**config.mk**
```make
export PLATFORM = sky130hd
export DESIGN_NAME = shift_sequencer
export DESIGN_NICKNAME = d
export VERILOG_FILES = /design/src/rtl/shift_sequencer.sv
export SDC_FILE = /design/constraint.sdc
export NUM_CORES = 1
export LEC_CHECK = 0
export CORE_UTILIZATION = 30
export DETAILED_ROUTE_END_ITERATION = 16
export REMOVE_ABC_BUFFERS = 1
export SLEW_MARGIN = 20
export SYNTH_ARGS = -nofsm -noshare
export SYNTH_HDL_FRONTEND = slang
export SYNTH_SLANG_ARGS = --single-unit
```
**constraint.sdc**
```tcl
create_clock -name clk -period 2 [get_ports clk]
set_input_delay 0.2 -clock clk [delete_from_list [all_inputs] [get_ports clk]]
set_output_delay 0.2 -clock clk [all_outputs]
set_load 0.03 [all_outputs]
```
**src/rtl/shift_sequencer.sv**
```systemverilog
// Multi-cycle variable-amount shifter (SLL/SRL/SRA/ROTR) for the execute stage.
// Each cycle applies either a coarse STEP-bit shift or a 1-bit shift until the count is exhausted.
module shift_sequencer #(
    parameter int SIZE    = 32,
    parameter int SHAMT_W = 5,
    parameter int STEP    = 4
) (
    input  logic               clk,
    input  logic               rst,
    input  logic               start,
    input  logic               flush,
    input  logic [1:0]         op,
    input  logic [SHAMT_W-1:0] shamt,
    input  logic [SIZE-1:0]    a,
    output logic [SIZE-1:0]    result,
    output logic               busy,
    output logic               done
);

    typedef enum logic [1:0] {IDLE, SHIFT, DONE} state_t;
    typedef enum logic [1:0] {OP_SLL, OP_SRL, OP_SRA, OP_ROTR} op_t;

    localparam logic [SHAMT_W-1:0] STEP_CNT = SHAMT_W'(STEP);
    localparam logic [SHAMT_W-1:0] ONE_CNT  = SHAMT_W'(1);

    state_t             state;
    op_t                op_q;
    logic [SIZE-1:0]    acc;
    logic [SHAMT_W-1:0] cnt;

    logic               coarse;
    logic [SIZE-1:0]    acc_step;
    logic [SHAMT_W-1:0] cnt_step;

    // One fixed-distance stage; only two distances exist, so no barrel shifter is built.
    function automatic logic [SIZE-1:0] shift_stage(input logic [SIZE-1:0] v, input op_t o,
                                                    input logic big);
        logic [SIZE-1:0] r;
        r = v;
        case (o)
            OP_SLL:  r = big ? (v << STEP) : (v << 1);
            OP_SRL:  r = big ? (v >> STEP) : (v >> 1);
            OP_SRA:  r = big ? SIZE'($signed(v) >>> STEP) : SIZE'($signed(v) >>> 1);
            OP_ROTR: r = big ? {v[STEP-1:0], v[SIZE-1:STEP]} : {v[0], v[SIZE-1:1]};
            default: r = v;
        endcase
        return r;
    endfunction

    always_comb begin
        // NOTE: every always_comb output gets a default first so no latch can be inferred.
        coarse   = 1'b0;
        acc_step = acc;
        cnt_step = cnt;
        coarse   = (cnt >= STEP_CNT);
        acc_step = shift_stage(acc, op_q, coarse);
        cnt_step = coarse ? (cnt - STEP_CNT) : (cnt - ONE_CNT);
    end

    always_ff @(posedge clk) begin
        // NOTE: the datapath registers are reset too, so result reads 0 out of reset.
        if (rst) begin
            state  <= IDLE;
            op_q   <= OP_SLL;
            acc    <= '0;
            cnt    <= '0;
            result <= '0;
            busy   <= 1'b0;
            done   <= 1'b0;
        end else if (flush) begin
            state <= IDLE;
            busy  <= 1'b0;
            done  <= 1'b0;
        end else begin
            case (state)
                IDLE: begin
                    done <= 1'b0;
                    if (start) begin
                        acc  <= a;
                        cnt  <= shamt;
                        op_q <= op_t'(op);
                        busy <= 1'b1;
                        if (shamt == '0) begin
                            state  <= DONE;
                            done   <= 1'b1;
                            result <= a;
                        end else begin
                            state <= SHIFT;
                        end
                    end
                end
                SHIFT: begin
                    acc <= acc_step;
                    cnt <= cnt_step;
                    // result is loaded on the way into DONE so it is valid with the done pulse
                    if (cnt_step == '0) begin
                        state  <= DONE;
                        done   <= 1'b1;
                        result <= acc_step;
                    end
                end
                DONE: begin
                    state <= IDLE;
                    busy  <= 1'b0;
                    done  <= 1'b0;
                end
                default: begin
                    state <= IDLE;
                    busy  <= 1'b0;
                    done  <= 1'b0;
                end
            endcase
        end
    end

endmodule
```
==> impl_metrics.toml, run 1 <==
[placement]
preCtsSetupSlack_ns = -0.2390
placement.io_buffers = 76
place_congestion = 0.8475
placedCellCount = 826
dp_hpwl_microns = 10160

[route]
route.detailed.vias_per_inst = 5.589
vias = 4767
drtAntennaViolNets = 0
number_of_iterations_in_the_first_detailed_routing_pass = 5
wl_per_cell_microns = 17.73
drc = 0
totalWireLength_microns = 15130
drt-initial-drc-count = 275

[cts]
clkSinkCount = 75
clock_tree_from_tritoncts = "yes"
cts.clk_slew.worst_paths_ns = 0.06
clock_tree.htree_level_count = 3
cts_inserted_buffers = 9
cts_max_path_buffers = 2
root_buffer = "clkbuf_16"
clkLatencyLatePin_ns = 0.35

[floorplanning]
initial_utilization = 0.3088
core-area_sq_um = 13300
die_height_microns = 119.0
die_w_microns = 119.0
standard_cell_row_count = 42
die_area_sq_um = 14160
io_pins = 77

[yosys]
synth-warning-count = 0
postSynth.topFlopCell = "dfxtp_1"
muxShareOfSynthArea = 0.02042
post_synth_num_cell_types = 46
synth_edf_count = 0
synth-xor-area-share = 0.002133
post_synth_and_or_nand_nor_area_fraction = 0.3133
yosysSeqAreaShare = 0.3657
synth-compound-area-share = 0.2289
yosys.area_share.adder = 0.01219
ys_ff_latch = 75
largest_family_of_logic_cells_by_synthesized_area = "simple AND/OR/NAND/NOR gates"
netlist_area_sq_um = 4105
synth.avg_cell_area_sq_um = 7.423
postSynth.asyncResetShare = 0
post_synth_inst_count = 553

[timing]
final-hold-violation-count = 0
rsz0062_at_grt = "yes"
min_period_ns = 2.053
worst_slew_pin_slew_ns = 0.4394
final_max_slew_viol_count = 0
slew_headroom = 0.7071
final_min_period_over_clock_period = 1.026
timing.fmax_mhz = 487.2
layout_setup_ws_ns = -0.05270
finalClockSkew_ns = 0.01101
setup_viol = 11

[setup_path]
rr_startpoint = "cnt[0]$_SDFFE_PP0P_"
largest_driver_fanout_on_the_critical_path = 8
reg2reg_slack_ns = -0.05
cp-start-kind = "register"
r2r.worst_path.cells = 8
crit_arrival_ns = 2.30
r2r-end = "result[27]$_SDFFE_PP0P_"
critPathCaptureType = "register"
required_time_of_the_critical_path_ns = 2.25
worst-setup-path-type = "reg -> reg"

[final_layout]
finish.cell_count_without_fillers = 853
mostFrequentLayoutCell = "nand2_1"
fillerInstances = 1293
antennaDiodeCount = 0
utilization = 0.4818
final_net_count = 719
layout.cells.most_common_list = "nand2_1, clkdlybuf4s50_1, dfxtp_1"
drive_gt1_frac = 0.2747
p_r_area_growth_vs_syn_pct = 56.05

[global_routing]
first_global_vias = 4649
grt_remaining_overflow = 0
grt_antenna_before_repair = 0
maximum_number_of_pins_on_one_net_before_global_route_repair = 31
first_pass_grt_wire_length_microns = 23430
groute.usage.overall = 0.2084

[min_path]
timing.hold.worst_path_depth = 2
hp-start = "rst"
hold-path-endpoint = "op_q[1]$_SDFFE_PP0P_"
timing.hold.worst.class = "in -> reg"

[pwr]
power.density_cell_area_nw_per_um2 = 685.4
final_power_mw = 4.391
irDropWorstVdd_v = 0.0004227
static-leakage-power_nw = 2.156

[job]
maxCapViolations = 0

[run_status]
failed_checks = "negative setup slack"
outcome = "finished, violations left"
[synthesized netlist by cell type (2+ instances only)]
cell type  number  area [sq um]
buf_4           3         22.52
a21oi_1        46         230.2
buf_1           5         18.77
nor2b_1         3         18.77
a31oi_1        31         193.9
nand3_1        55         275.3
nor4_1          2         12.51
nand2_1       101         379.1
a22oi_1         3         22.52
nor2_1         50         187.7
nor3_1          3         15.01
o21ai_0         2         10.01
buf_6           2         22.52
ha_1            4         50.05
buf_2           8         40.04
inv_1           5         18.77
mux2_2          2         22.52
nand2b_1        4         25.02
o221ai_1        4         35.03
a221oi_1        2         17.52
clkbuf_1       30         112.6
nand4b_1       21         183.9
mux2i_1         5         50.05
a211oi_1       16         120.1
nand3b_1       18         135.1
dfxtp_1        75          1501
o21ai_1        26         130.1
o21a_1          2         15.01
a221oi_2        4         60.06
o211ai_1        5         37.54
[registers in the layout, indices dropped and copies added (netlist names)]
signal and flops:
done 1, busy 1, op_q 2, acc 32
cnt 5, result 32, state 2
[report_power, final]
part           switching, mW  internal, mW  leakage [nW]
Combinational          0.543         0.451          1.38
Sequential            0.0623          1.55         0.612
Clock                  0.680          1.10         0.160
[logic make-up after synthesis]
kind of cell,after synthesis
adder cells (fa/ha/maj),4
AND/OR/NAND/NOR,264
multiplexers,8
XOR/XNOR,1
buffers and inverters,53
flip-flops,75
AO/OA/AOI/OAI,148
[per-stage QoR]
| stage | hold slack [ns] | cell area, sq um | setup TNS, ns |
|---|---|---|---|
| 2_1_floorplan | 0.2662 | 3889 | -180.82 |
| 6_report | 0.2913 | 6406 | -0.1753 |
| 3_3_place_gp | 0.4535 | 5469 | -4.163 |
| 3_5_place_dp | 0.4641 | 5469 | -6.567 |
| 5_1_grt | 0.2913 | 6406 | -2.738 |
| 4_1_cts | 0.2653 | 5951 | -0.01255 |
[timing repair]
item | in CTS | in global routing
pin swaps | 11 | 23
resized for setup | 23 | 76
endpoints found under the hold margin | 0 | 0
endpoints found under the setup margin | 67 | 61
hold buffers | 0 | 0
buffers inserted | 6 | 2
cloned | 1 | 3
[critical path, stage by stage (launching register included)]
cell	delay (ns)
dfxtp_2	0.34
inv_2	0.05
ha_4	0.17
a2111o_1	0.48
o22ai_2	0.20
nand4b_1	0.14
buf_6	0.20
buf_12	0.15
a221oi_2	0.23
[area by class of cell]
class / instances / area [sq um] / share of cell area
inverter: 5 / 18.77 / 0.002930
sequential: 75 / 1509 / 0.2355
tap: 176 / 220.2 / 0.03437
clock buffer: 9 / 225.2 / 0.03516
multi-input combinational: 425 / 2790 / 0.4355
clock inverter: 7 / 100.1 / 0.01563
timing repair buffer: 156 / 1543 / 0.2408
[routing by layer]
layer	global-route usage	up-vias	share of wire
li1	-	2250	-
met5	0	-	0
met3	0.04215	29	0.053
met4	0.07120	0	0.018
met2	0.3427	192	0.49
met1	0.2698	2296	0.44
[worst max-delay path by stage]
| stage | from | end | slack [ns] | cells after the start |
|---|---|---|---|---|
| after global placement | cnt[3]$_SDFFE_PP0P_ | result[30]$_SDFFE_PP0P_ | -0.17 | 8 |
| final | cnt[0]$_SDFFE_PP0P_ | result[27]$_SDFFE_PP0P_ | -0.05 | 8 |
| after CTS | cnt[1]$_SDFFE_PP0P_ | result[27]$_SDFFE_PP0P_ | -0.01 | 8 |
| after global routing | cnt[0]$_SDFFE_PP0P_ | acc[7]$_SDFFE_PP0P_ | -0.12 | 10 |
| after detailed placement | cnt[3]$_SDFFE_PP0P_ | acc[8]$_SDFFE_PP0P_ | -0.24 | 9 |
| after floorplan | cnt[3]$_SDFFE_PP0P_ | result[9]$_SDFFE_PP0P_ | -3.00 | 7 |
No activity file was read; power rests on OpenSTA's default activity.
==> run 2: changes to the inputs <==
--- a/config.mk
+++ b/config.mk
@@ -6,6 +6,7 @@
 export NUM_CORES = 1
 export LEC_CHECK = 0
 export CORE_UTILIZATION = 30
+export CTS_CLUSTER_DIAMETER = 30
 export DETAILED_ROUTE_END_ITERATION = 16
 export REMOVE_ABC_BUFFERS = 1
 export SLEW_MARGIN = 20
==> results of run 2 <==
Same layout as run 1: the final DEF is identical, and so are final timing and power.
